<file path="config.mk">
export PLATFORM = sky130hd
export DESIGN_NAME = ifetch_unit
export DESIGN_NICKNAME = d
export VERILOG_FILES = /design/src/rtl/ifetch_unit.sv
export SDC_FILE = /design/constraint.sdc
export NUM_CORES = 1
export LEC_CHECK = 0
export ABC_AREA = 1
export BUFFER_PORTS_ARGS = -buffer_cell sky130_fd_sc_hd__clkbuf_2
export CAP_MARGIN = 20
export CORE_ASPECT_RATIO = 1.75
export CORE_MARGIN = 8
export CORE_UTILIZATION = 43
export CTS_CLUSTER_DIAMETER = 120
export DETAILED_ROUTE_END_ITERATION = 16
export PLACE_DENSITY = 0.78
export RECOVER_POWER = 50
export SLEW_MARGIN = 20
export SYNTH_ARGS = -nofsm -noshare
export SYNTH_HDL_FRONTEND = slang
export SYNTH_SLANG_ARGS = --single-unit
</file>
<file path="constraint.sdc">
create_clock -name clock -period 1.75 [get_ports clock]
set_clock_uncertainty 0.05 [all_clocks]
set_input_delay 0.0875 -clock clock [delete_from_list [all_inputs] [get_ports clock]]
set_output_delay 0.0875 -clock clock [all_outputs]
set_load 0.005 [all_outputs]
</file>
<file path="src/rtl/ifetch_unit.sv">
// Instruction fetch stage of the single-cycle MIPS datapath: program counter,
// ROM addressing, instruction field split and next-PC selection.
module ifetch_unit #(
    parameter logic [31:0] RESET_PC   = 32'h0000_0000,
    parameter int          ROM_ADDR_W = 14
) (
    input  logic                  clock,
    input  logic                  reset,
    input  logic                  stall,
    output logic [ROM_ADDR_W-1:0] rom_adr,
    input  logic [31:0]           rom_data,
    output logic [31:0]           Instruction,
    output logic [5:0]            Exe_opcode,
    output logic [5:0]            Function_opcode,
    output logic [4:0]            Shamt,
    output logic [31:0]           PC,
    output logic [31:0]           PC_plus_4,
    input  logic [31:0]           Addr_Result,
    input  logic                  Zero,
    input  logic [31:0]           Read_data_1,
    input  logic                  Branch,
    input  logic                  nBranch,
    input  logic                  Jmp,
    input  logic                  Jal,
    input  logic                  Jr,
    output logic [31:0]           link_addr,
    output logic [31:0]           inst_count
);

    logic [31:0] pc_r;
    logic [31:0] link_addr_r;
    logic [31:0] inst_count_r;
    logic [31:0] pc_plus_4_s;
    logic [31:0] jump_target_s;
    logic [31:0] jr_target_s;
    logic [31:0] next_pc_s;
    logic        taken_s;

    assign pc_plus_4_s   = pc_r + 32'd4;
    assign jump_target_s = {pc_plus_4_s[31:28], rom_data[25:0], 2'b00};
    assign jr_target_s   = {Read_data_1[31:2], 2'b00};
    assign taken_s       = (Branch & Zero) | (nBranch & ~Zero);

    // Next-PC mux; Jr outranks jumps, which outrank conditional branches.
    always_comb begin
        next_pc_s = pc_plus_4_s;
        if (Jr) begin
            next_pc_s = jr_target_s;
        end else if (Jmp | Jal) begin
            next_pc_s = jump_target_s;
        end else if (taken_s) begin
            next_pc_s = Addr_Result;
        end else begin
            next_pc_s = pc_plus_4_s;
        end
    end

    // PC, return-address and retired-instruction registers; reset beats stall.
    always_ff @(posedge clock) begin
        if (reset) begin
            pc_r         <= RESET_PC;
            link_addr_r  <= 32'h0000_0000;
            inst_count_r <= 32'h0000_0000;
        end else if (stall) begin
            pc_r         <= pc_r;
            link_addr_r  <= link_addr_r;
            inst_count_r <= inst_count_r;
        end else begin
            pc_r         <= next_pc_s;
            inst_count_r <= inst_count_r + 32'd1;
            if (Jal) begin
                link_addr_r <= pc_plus_4_s;
            end else begin
                link_addr_r <= link_addr_r;
            end
        end
    end

    // Out-of-range PCs alias into the ROM by dropping the upper bits.
    assign rom_adr         = pc_r[ROM_ADDR_W+1:2];
    assign Instruction     = rom_data;
    assign Exe_opcode      = rom_data[31:26];
    assign Function_opcode = rom_data[5:0];
    assign Shamt           = rom_data[10:6];
    assign PC              = pc_r;
    assign PC_plus_4       = pc_plus_4_s;
    assign link_addr       = link_addr_r;
    assign inst_count      = inst_count_r;

endmodule

</file>
Word-level counts from Yosys, hierarchy flattened --
Cells that the tools add are included.
Word-level totals: output and inout bits 191, bits in registers 96, input port bits 105, word-level logic and storage cells 15
Cells by class: reduce and logical (&&, ||, !) cells 1, $add $sub $neg 2, bitwise gates (word level) 6, mux-type cells 3
Operators with widths (count):
- 32-bit two-way mux | 3
- 32-bit by 1-bit adder with 32-bit output (second input constant) | 1
- 32-bit by 3-bit adder with 32-bit output (second input constant) | 1
- 1-bit AND | 2
- 1-bit NOT | 2
- 1-bit bitwise OR | 2
- 2-bit AND reduction | 1

Longest topological paths before layout --
depth after elaboration 6, mapped depth 12, gate-level depth less buffers 12

Worst setup path after synthesis --
Ideal clock, no wire load.
path kind reg2reg, from reg pc_r[2] (netlist: PC[2]), to reg link_addr_r[20] (netlist: link_addr[20]), setup time 0.113 ns, data required time 1.587 ns, setup slack 0.070 ns, arrival time 1.517 ns, buffers on the path 0, cell stages (with the launch flop) 10, period minus slack after synthesis 1.680 ns, cell sequence dfxtp_1 -> ha_1 -> nand2_2 -> nor2_4 -> nand2_4 -> nor2_2 -> nand3_1 -> and2_1 -> o21ai_1 -> inv_1
On the way: cells in the longest elaborated chain, start to end 1
RTL lines:
- start: declaration | line 30 | logic [31:0] pc_r;
- start signal: assignment | line 65 | pc_r <= pc_r;
- start signal: assignment | line 69 | pc_r <= next_pc_s;
- 32-bit by 3-bit adder with 32-bit output | line 39 | assign pc_plus_4_s = pc_r + 32'd4;
- via PC_plus_4[20] | line 17 | output logic [31:0] PC_plus_4,
- end signal: assignment | line 66 | link_addr_r <= link_addr_r;
- end signal: assignment | line 72 | link_addr_r <= pc_plus_4_s;
- end signal: assignment | line 74 | link_addr_r <= link_addr_r;
- end: declaration | line 31 | logic [31:0] link_addr_r;
The timed path passes the listed nets, and every way through them passes these cells. A chain may end at the register's enable or synchronous reset.

Final worst setup path --
from reg pc_r[2] (netlist: PC[2]), to out PC_plus_4[10]
On the way: cells in the longest elaborated chain, start to end 1
RTL lines (line):
- 32-bit by 3-bit adder with 32-bit output | 39
- end: declaration | 17
Every way passes these cells.

==> results.py <==
metrics = {
    "power": {
        "worst_ir_drop_vdd_mv": 0.452,
        "pleak_nw": 4.36,
        "power_per_cell_area_nw_per_um2": 665,
    },
    "final_layout": {
        "layout.nets": 1410,
        "ff_latch_area_um2": 1970,
        "finish.cell_count_without_fillers": 1490,
        "multi_input_area_um2": 3730,
        "fillers": 1413,
        "area_overhead_vs_synth_pct": 41.3,
        "antennaDiodeCount": 0,
        "post_route_design_area_um2": 8970,
        "most_common_cell_after_layout_fill_and_taps_aside": "nand2_1",
        "final_layout_size_suffix_gt1_share_pct": 36.6,
        "commonest_non_fill_non_tap_cells_in_the_layout": "nand2_1, clkbuf_2, nor2_1",
    },
    "timing": {
        "fin_crit_ns": 1.91,
        "fin_worst_hold_slack_ns": 0.0122,
        "timing.final.hold_violations": 0,
        "max_slew_violation_total_from_the_final_report": 0,
        "period_share_pct": 109,
        "setup_total_negative_slack_ns": -2.14,
        "max_clock_freq_mhz": 525,
        "slew-limit-headroom_pct": 64.9,
        "setup_repair_after_global_routing_missed_its_margin": "true",
        "layout_setup_ws_ns": -0.155,
        "setup_viol_count_final": 23,
        "worst-slew-pin-transition_ns": 0.526,
    },
    "synth": {
        "yosysSeqAreaShare_pct": 30.3,
        "synth_flop_cell": "dfxtp_1",
        "synthesis.area_per_instance_um2": 6.32,
        "synth_edf_count": 0,
        "syn-cell-area_um2": 6350,
        "yosysWarningCount": 0,
        "synth.ff_latch_count": 96,
        "synthesis.nets": 1112,
        "postSynth.asyncResetShare_pct": 0,
        "number_of_unique_standard_cell_types_used_by_synthesis": 38,
        "gate_count_after_technology_mapping": 1005,
    },
    "die": {
        "design.core.area_um2": 14700,
        "chipWidth_um": 108,
        "die_height_um": 177,
        "floorplan.die_area_um2": 19100,
        "initial_utilization_pct": 43.2,
        "placement_rows": 59,
        "io-pin-count": 296,
    },
    "cts": {
        "clock_buffer_depth": 2,
        "htree_levels": 3,
        "tritoncts_buffers": 9,
        "clock_root_buffer": "clkbuf_16",
        "cts_tree": "yes",
        "cts.sink_count": 96,
        "insertion_delay_ns": 0.34,
        "clock_slew_seen_by_the_registers_of_the_worst_setup_and_hold_paths_ns": 0.08,
    },
    "placement": {
        "port_buffers": 275,
        "pre_cts_ws_ns": -0.0269,
        "half_perimeter_wire_length_of_the_detailed_placement_result_mm": 18.9,
        "routability_congestion": 0.978,
        "dpl-instance-area_um2": 7960,
        "numPlacedInstances": 1439,
    },
    "global_route": {
        "grt_pass1_wl_mm": 37.3,
        "grt_remaining_overflow": 0,
        "grt_start_max_net_pins": 48,
        "first_global_vias": 7369,
        "grt.total_usage_pct": 24.8,
        "antenna_found_initial": 0,
    },
    "setup_path": {
        "largest_driver_fanout_on_the_critical_path": 4,
        "timing.reg2reg.worst_path_depth": 13,
        "arrival_time_at_the_worst_endpoint_ns": 1.77,
        "worst-setup-path-type": "reg -> out",
        "required_ns": 1.61,
        "setup.worst_path.end_class": "output pin",
        "start_kind": "flop",
    },
    "detailed_routing": {
        "drtPass1Iterations": 7,
        "routed_via_density": 5.06,
        "finalWirelength_mm": 25.0,
        "post_drt_wl_per_cell_um": 16.8,
        "detailedRoute.firstIterationViolations": 396,
        "ant_nets": 0,
        "num_vias": 7535,
        "drc_errors_left": 0,
    },
    "status": {
        "violations_in_the_final_reports": "negative setup slack",
        "status": "finished, violations left",
    },
    "hold_path": {
        "worstHoldPathCells": 3,
        "min_path_type": "in -> reg",
    },
    "run": {
        "drv.max_cap_violation_count": 0,
    },
}
## layer usage
metal / GRT usage, % / vias up / wire length [um]
met4: 13.1 / 0 / 1280
met1: 26.6 / 3429 / 9220
met5: 0 / - / 0
met2: 44.9 / 327 / 12900
met3: 4.12 / 67 / 1610
li1: - / 3712 / -
## synthesized netlist by cell type (11+ instances only)
| master | number | area [um2] |
|---|---|---|
| nand2_1 | 248 | 931 |
| nor2_1 | 134 | 503 |
| inv_1 | 104 | 390 |
| o21ai_0 | 103 | 515 |
| dfxtp_1 | 96 | 1920 |
| buf_4 | 67 | 503 |
| a21oi_1 | 52 | 260 |
| nand3_1 | 31 | 155 |
| clkbuf_1 | 30 | 113 |
| nor3_1 | 18 | 90.1 |
| or2_2 | 15 | 93.8 |
| nand4_1 | 11 | 68.8 |
## worst max-delay path: stages, from the launching register on
cell and delay [ns]:
dfxtp_4 0.37, ha_4 0.16, nand2_4 0.05, nor2_4 0.15, nand2_4 0.11, buf_4 0.15
buf_6 0.12, xnor2_4 0.16, clkbuf_2 0.15
## sequential cells by signal, indices dropped and copies added (netlist names)
register	flops
link_addr	32
PC	32
inst_count	32
## repair_timing
| item | in CTS | in global routing |
|---|---|---|
| hold buffers | 12 | 0 |
| gates cloned | 0 | 0 |
| setup buffers | 8 | 18 |
| setup endpoints to repair | 34 | 54 |
| endpoints found under the hold margin | 12 | 0 |
| pin swaps | 20 | 37 |
| resized for setup | 49 | 86 |
## cell type report
type | instances | share of cell area [%]
multi-input cells | 703 | 41.6
repair buffers | 388 | 25.7
flip-flops and latches | 96 | 22.0
inverters | 105 | 4.39
well taps | 183 | 2.55
clock buffers | 9 | 2.51
clock inverters | 6 | 1.30
## worst paths after layout
| kind | start | slack, ns | endpoint |
|---|---|---|---|
| hold reg to reg | inst_count[2]$_SDFFE_PP0N_ | 0.41 | inst_count[2]$_SDFFE_PP0N_ |
| setup / recovery | PC[2]$_SDFFE_PP0N_ | -0.16 | PC_plus_4[10] |
| setup reg to reg | PC[2]$_SDFFE_PP0N_ | -0.02 | PC[24]$_SDFFE_PP0N_ |
| hold / removal | Read_data_1[28] | 0.01 | PC[28]$_SDFFE_PP0N_ |
## cells by family (layout without fill, tap and decap cells)
logic type | count (synthesis) | after routing | synth area share, %
and+or+nand+nor | 506 | 506 | 35.4
buffers and inverters | 206 | 508 | 16.2
AOI/OAI and AO/OA | 174 | 174 | 14.2
DFF | 96 | 96 | 30.3
xor gates and xnor gates | 21 | 21 | 3.49
adders and majority gates | 2 | 2 | 0.394
## stage by stage
stage	power [mW]	utilization, %
after detailed placement	3.57	54.2
after global placement	3.55	54.2
final	5.97	61.1
after global routing	6.21	61.1
after floorplan	3.04	-
after CTS	5.94	58.8
## report_power, final
| group | internal, mW | leakage, nW | switching [mW] |
|---|---|---|---|
| clock network | 1.40 | 0.166 | 0.922 |
| logic | 0.568 | 3.40 | 0.669 |
| registers | 2.29 | 0.798 | 0.111 |
Power figures use the tool's default switching activity.
